--- config.mk ---
export PLATFORM = sky130hd
export DESIGN_NAME = and_d6_slice
export DESIGN_NICKNAME = d
export VERILOG_FILES = /design/src/rtl/and_d6_slice.sv
export SDC_FILE = /design/constraint.sdc
export NUM_CORES = 1
export LEC_CHECK = 0
export CAP_MARGIN = 20
export CORE_AREA = 4 4 41 43
export CTS_CLUSTER_DIAMETER = 60
export CTS_CLUSTER_SIZE = 30
export DETAILED_ROUTE_END_ITERATION = 10
export DIE_AREA = 0 0 45 47
export PLACE_DENSITY_LB_ADDON = 0.1
export SKIP_CTS_REPAIR_TIMING = 1
export SLEW_MARGIN = 20
export SYNTH_ARGS = -nofsm -noshare
export SYNTH_HDL_FRONTEND = slang
export SYNTH_SLANG_ARGS = --single-unit
--- constraint.sdc ---
create_clock -name clk -period 0.8 [get_ports clk]
set_clock_uncertainty 0.05 [all_clocks]
set_input_delay 0.12 -clock clk [delete_from_list [all_inputs] [get_ports clk]]
set_output_delay 0.12 -clock clk [all_outputs]
set_load 0.02 [all_outputs]
--- src/rtl/and_d6_slice.sv ---
// Four-lane 6-input LUT slice sharing one INIT truth table; leaf of the match-reduction tree.
// Latency: 1 cycle when OUT_REG=1, 0 (combinational) when OUT_REG=0.
// Backpressure: none; every cycle is valid and each lane produces one result per cycle.
module and_d6_slice #(
    parameter logic [63:0] INIT    = 64'h8000_0000_0000_0000,
    parameter bit          OUT_REG = 1'b1
) (
    input  logic       clk,
    input  logic       rst_n,
    input  logic [3:0] i0,
    input  logic [3:0] i1,
    input  logic [3:0] i2,
    input  logic [3:0] i3,
    input  logic [3:0] i4,
    input  logic [3:0] i5,
    output logic [3:0] o
);

    logic [3:0] r;

    // One LUT per lane, kept distinct so the tree keeps its intended mapping.
    for (genvar k = 0; k < 4; k++) begin : g_lane
        logic [5:0] addr;
        (* keep = "true", dont_touch = "true" *) logic lut_out;

        assign addr    = {i5[k], i4[k], i3[k], i2[k], i1[k], i0[k]};
        assign lut_out = INIT[addr];
        assign r[k]    = lut_out;
    end

    if (OUT_REG) begin : g_reg
        always_ff @(posedge clk or negedge rst_n) begin
            if (!rst_n) begin
                o <= 4'h0;
            end else begin
                o <= r;
            end
        end
    end else begin : g_comb
        // Clock and reset have no role in the combinational build.
        logic unused_clk_rst;
        assign unused_clk_rst = clk ^ rst_n;
        assign o = r;
    end

endmodule

# Yosys cells after proc, flatten, opt, wreduce, memory -nomap -nowiden
# Memory sizes are Yosys's and may differ from the RTL's. A register that Yosys moved wholly into a read port is not among the register bits.
# Cells that the tools add are included.
[totals]
regBits = 0
romBits = 256
inputBits = 26
wordCells = 16
n_memories = 4
[memory_table]
columns = ["memory", "words", "word_bits", "rd", "rd_ports_with_merged_regs", "wr", "line", "text"]
rows = [
  ["(no name shown)", 64, 1, 1, 1, 0, "27", "assign lut_out = INIT[addr];"],
  ["(no name shown)", 64, 1, 1, 1, 0, "27", ""],
  ["(no name shown)", 64, 1, 1, 1, 0, "27", ""],
  ["(no name shown)", 64, 1, 1, 1, 0, "27", ""],
]
[op_classes]
n_lt_le_gt_ge = 4
mux = 4
n_reduce_logical = 4
[op_table]
columns = ["cell", "count"]
rows = [
  ["6-bit by 7-bit < comparator with 1-bit output, second input constant", 4],
  ["1-bit zero test", 4],
  ["1-bit 2-to-1 mux", 4],
]

# Logic depth before layout (Yosys ltp)
# Gate-level depths: netlist (run 1).
[depth]
depth_word = 2
ltp_mapped = 2
depth_no_buf = 2

# Worst setup path before layout (run 1)
# No wires, ideal clock.
[synth_path]
kind = "register -> output"
from = "register o[0]"
to = "output o[0]"
arrival_time_ns = 0.416
t_required_ns = 0.630
setup_slack_ns = 0.214
stages_incl_launch_ff = 1
n_path_buf = 0
path_cell_list = "dfrtp_1"
[synth_lines]
columns = ["item", "line", "text"]
rows = [
  ["start: declaration", "16", "output logic [3:0] o"],
]
# No word-level cell between the ends.

# Final worst setup path (run 1)
[layout_path]
from = "register o[3]"
to = "output o[3]"
# No word-level cell between the ends.

==> flow_summary.yaml, run 1 <==
worst_setup_path:
  end_kind: "primary output"
  crit_path_top_delay_cell: "dfrtp_1"
  crit_fanout: 1
  max_stage_delay_ps: 360
  path_delay_family: "flip-flops"
  path_buf_inv: 1
  critPathLaunchType: "flop"
  worstPathCellList: "buf_6"
  cp.required_ps: 630
  arrival_ps: 720
  criticalPathCategory: "flop to primary output"
timing:
  min_period_ps: 891.4
  rsz0062_at_grt: "true"
  hold_violations: 0
  hold_ws_ps: 45.54
  fmax_mhz: 1122
  fin_ws_ps: -91.36
  relSlewSlack_pct: 86.93
  finalSetupViolCount: 4
  slew_viol_final: 0
  tightest_slew_ps: 195.4
  finalCritPeriodShare_pct: 111.4
placement:
  place_congestion: 0.6170
  placedCellCount: 60
  port_buffers: 29
  pre_cts_ws_ps: -277.3
global_routing:
  grt_start_max_net_pins: 5
  antenna_found_initial: 0
  grt.total_usage_pct: 6.894
  grt_pass1_wl_um: 931
  globalRoute.totalOverflow: 0
  grt_pass1_vias: 271
synthesis:
  syn_area_um2: 155.1
  ys_warn_count: 0
  synth_nets: 42
  syn_inst: 16
  syn_avg_cell_area_um2: 9.697
die:
  die_x_um: 45
  die_h_um: 47
  start_util_pct: 11.92
  dieArea_mm2: 0.002115
  ioPinCount: 30
  core-area_mm2: 0.001301
  rows: 13
power_and_ir_drop:
  power_density_mw_per_mm2: 1202
  p_total_mw: 0.5910
  p_leak_nw: 0.2079
  vdd_drop_max_mv: 0.4996
flow_run:
  maxCapViolCount: 0
layout:
  multi_input_area_um2: 55.05
  fin_nets: 76
  final_cells: 63
  drive_gt1_share_pct: 14.58
  regArea_um2: 100.1
  top_regs: "o (4)"
  syn2layout_area_growth_pct: 216.9
  largest_register_ffs: 4
  diodes: 0
  fillers: 137
  top_register: "o"
clock_network:
  clkTransAtPathRegs_ps: 40
  cts_tree: "built"
  htree_num_levels: 1
  clk_path_buf_depth: 2
  cts.sinks: 4
  numCtsBuffers: 3
  cts_root_buf: "clkbuf_4"
route:
  ant_nets: 0
  num_vias: 240
  drtIter0Drc: 0
  drc_errors: 0
  wire_per_inst_um: 9.365
  routed_wl_um: 590
  dr.pass1.iters: 1
  viasPerCell: 3.810
run_status:
  outcome: "finished, violations left"
  violations: "negative setup slack"
min_path:
  hp-class: "input port to async pin"
[worst max path at each step]
stage	slack [ps]	start	depth (start not counted)	endpoint
2_1_floorplan	210	o[0]	0	o[0]
3_5_place_dp	-280	o[2]	1	o[2]
3_3_place_gp	-280	o[2]	1	o[2]
4_1_cts	-530	o[2]	1	o[2]
5_1_grt	-140	o[1]	1	o[1]
6_report	-90	o[3]	1	o[3]
[through the flow]
stage,cell area (µm²),TNS [ps],util (%)
5_1_grt,491.7,-517.1,37.79
3_5_place_dp,464.2,-1388,35.67
2_1_floorplan,155.1,0,-
4_1_cts,486.7,-2098,37.40
6_report,491.7,-363.6,37.79
3_3_place_gp,464.2,-1359,35.67
[layout make-up]
cell class / instances / share of cell area [%]
timing repair buffer: 29 / 60.05
sequential: 4 / 20.36
multi-input combinational: 12 / 11.20
clock buffer: 3 / 4.580
tap: 15 / 3.817
[routing by layer]
| metal | track usage [%] | vias to the layer above | share of wire, % | wire length [µm] |
|---|---|---|---|---|
| met1 | 4.128 | 103 | 26 | 154 |
| met2 | 11.86 | 16 | 58 | 341 |
| met3 | 8.046 | 0 | 16 | 94 |
| met5 | 0 | - | 0 | 0 |
| met4 | 3.509 | 0 | 0 | 0 |
| li1 | - | 121 | - | - |
[cells in the final DEF, fill, tap and decap left out, drive strengths merged]
cell type      count
buf                4
clkbuf             3
clkdlybuf4s50     25
dfrtp              4
nand2              4
nand4              4
nor2               4
[power by group]
part	internal (mW)	switching [mW]
logic	0.113	0.0255
clock network	0.168	0.0785
registers	0.205	0.000811
(Power assumes the default switching activity.)
==> inputs of run 2 (changes only) <==
Settings changed: CTS_BUF_LIST set to sky130_fd_sc_hd__clkbuf_8 sky130_fd_sc_hd__clkbuf_16, TNS_END_PERCENT set to 5.
==> run 2 against run 1 <==
Net effect:
- the flow still finishes with violations (negative setup slack)
- clock-buffer cell count unchanged
- non-clock buffer count did not move
- sequential power about the same
- clock power is 68% higher
- core utilization up 0.48 points
- critical path type unchanged
- largest cell class unchanged
- largest power group unchanged
==> flow_summary.yaml, run 2 (synthesized netlist as in run 1, its figures left out) <==
layout:
  top_regs: "o (4)"
  stdcell_area_um2: 498.0
  diodes: 0
  drive_gt1_share_pct: 14.58
  top_register: "o"
  fillers: 138
  fin_nets: 76
  syn2layout_area_growth_pct: 221.0
  post-route-util_pct: 38.27
  final_cells: 63
  final_cell_mix: "clkdlybuf4s50_1 (25), nand2_1 (4), nand4_1 (4), nor2_1 (4), dfrtp_1 (4)"
  largest_register_ffs: 4
  final_common_cell: "clkdlybuf4s50_1"
run_status:
  outcome: "finished, violations left"
  violations: "negative setup slack"
clock_network:
  cts_tree: "built"
  htree_num_levels: 1
  cts_root_buf: "clkbuf_8"
  numCtsBuffers: 3
  clk_path_buf_depth: 2
  clkTransAtPathRegs_ps: 30
  cts.sinks: 4
timing:
  hold_violations: 0
  slew_viol_final: 0
  finalCritPeriodShare_pct: 110.0
  fmax_mhz: 1136
  finalSetupViolCount: 4
  fin_ws_ps: -79.98
  min_period_ps: 880.0
  rsz0062_at_grt: "true"
  relSlewSlack_pct: 86.98
  tightest_slew_ps: 194.7
  tns_ps: -296.8
placement:
  dpl_cell_area_um2: 464.2
  placedCellCount: 60
  port_buffers: 29
  place_congestion: 0.6170
worst_setup_path:
  max_stage_delay_ps: 350
  crit_fanout: 1
  critPathLaunchType: "flop"
  cp.required_ps: 630
  criticalPathCategory: "flop to primary output"
  path_delay_family: "flip-flops"
  path_buf_inv: 1
  crit_path_top_delay_cell: "dfrtp_1"
  arrival_ps: 710
  end_kind: "primary output"
  worstPathCellList: "clkbuf_2"
global_routing:
  grt_pass1_vias: 270
  globalRoute.totalOverflow: 0
  grt_pass1_wl_um: 945
  grt_start_max_net_pins: 5
  antenna_found_initial: 0
  grt.total_usage_pct: 6.973
power_and_ir_drop:
  power_density_mw_per_mm2: 1521
  vdd_drop_max_mv: 0.7055
  p_total_mw: 0.7573
  p_leak_nw: 0.2126
route:
  ant_nets: 0
  wire_per_inst_um: 9.540
  num_vias: 239
  viasPerCell: 3.794
  drc_errors: 0
  dr.pass1.iters: 1
  routed_wl_um: 601
  drtIter0Drc: 0
die:
  die_x_um: 45
  die_h_um: 47
  core-area_mm2: 0.001301
  rows: 13
  start_util_pct: 11.92
  ioPinCount: 30
  dieArea_mm2: 0.002115
flow_run:
  maxCapViolCount: 0
min_path:
  hp-class: "input port to async pin"
==> run 2: cell types whose count changed in the layout (fill, tap and decap cells not counted) <==
cell      before  now
buf_6          4    2
clkbuf_8       0    3
clkbuf_4       3    0
clkbuf_2       0    2
==> run 2: path summary, 6_finish.rpt <==
path	cells after the start	slack, ps	to	from
worst max-delay path	1	-80	o[3]	o[3]
worst min-delay path	1	70	o[3]	rst_n
max in group asynchronous	1	460	o[2]	rst_n
min in group clk	3	380	o[3]	i3[3]
==> run 2: area by class of cell <==
type | count | area (µm²) | share of cell area, %
multi-input combinational | 12 | 55.05 | 11.06
tap | 15 | 18.77 | 3.769
sequential | 4 | 100.1 | 20.10
clock buffer | 3 | 41.29 | 8.291
timing repair buffer | 29 | 282.8 | 56.78
==> run 2: metal layers <==
layer	part of all wire [%]	up-vias	global-route usage [%]
met5	0	-	0
met4	0	0	3.509
met3	17	0	8.046
met2	58	16	11.86
met1	25	103	4.358
li1	-	120	-
==> run 2: through the flow <==
| step | setup WS (ps) | hold slack (ps) |
|---|---|---|
| finish | -79.98 | 65.15 |
| global route | -108.1 | 79.33 |
| CTS | -506.2 | 69.50 |
| detailed placement | -277.3 | 296.5 |
| global placement | -275.6 | 292.4 |
| floorplan | 214.0 | -225.6 |
==> run 2: power by group <==
group	internal [mW]	total [mW]	switching [mW]
Combinational	0.112	0.138	0.0256
Clock	0.320	0.413	0.0934
Sequential	0.206	0.206	0.000630
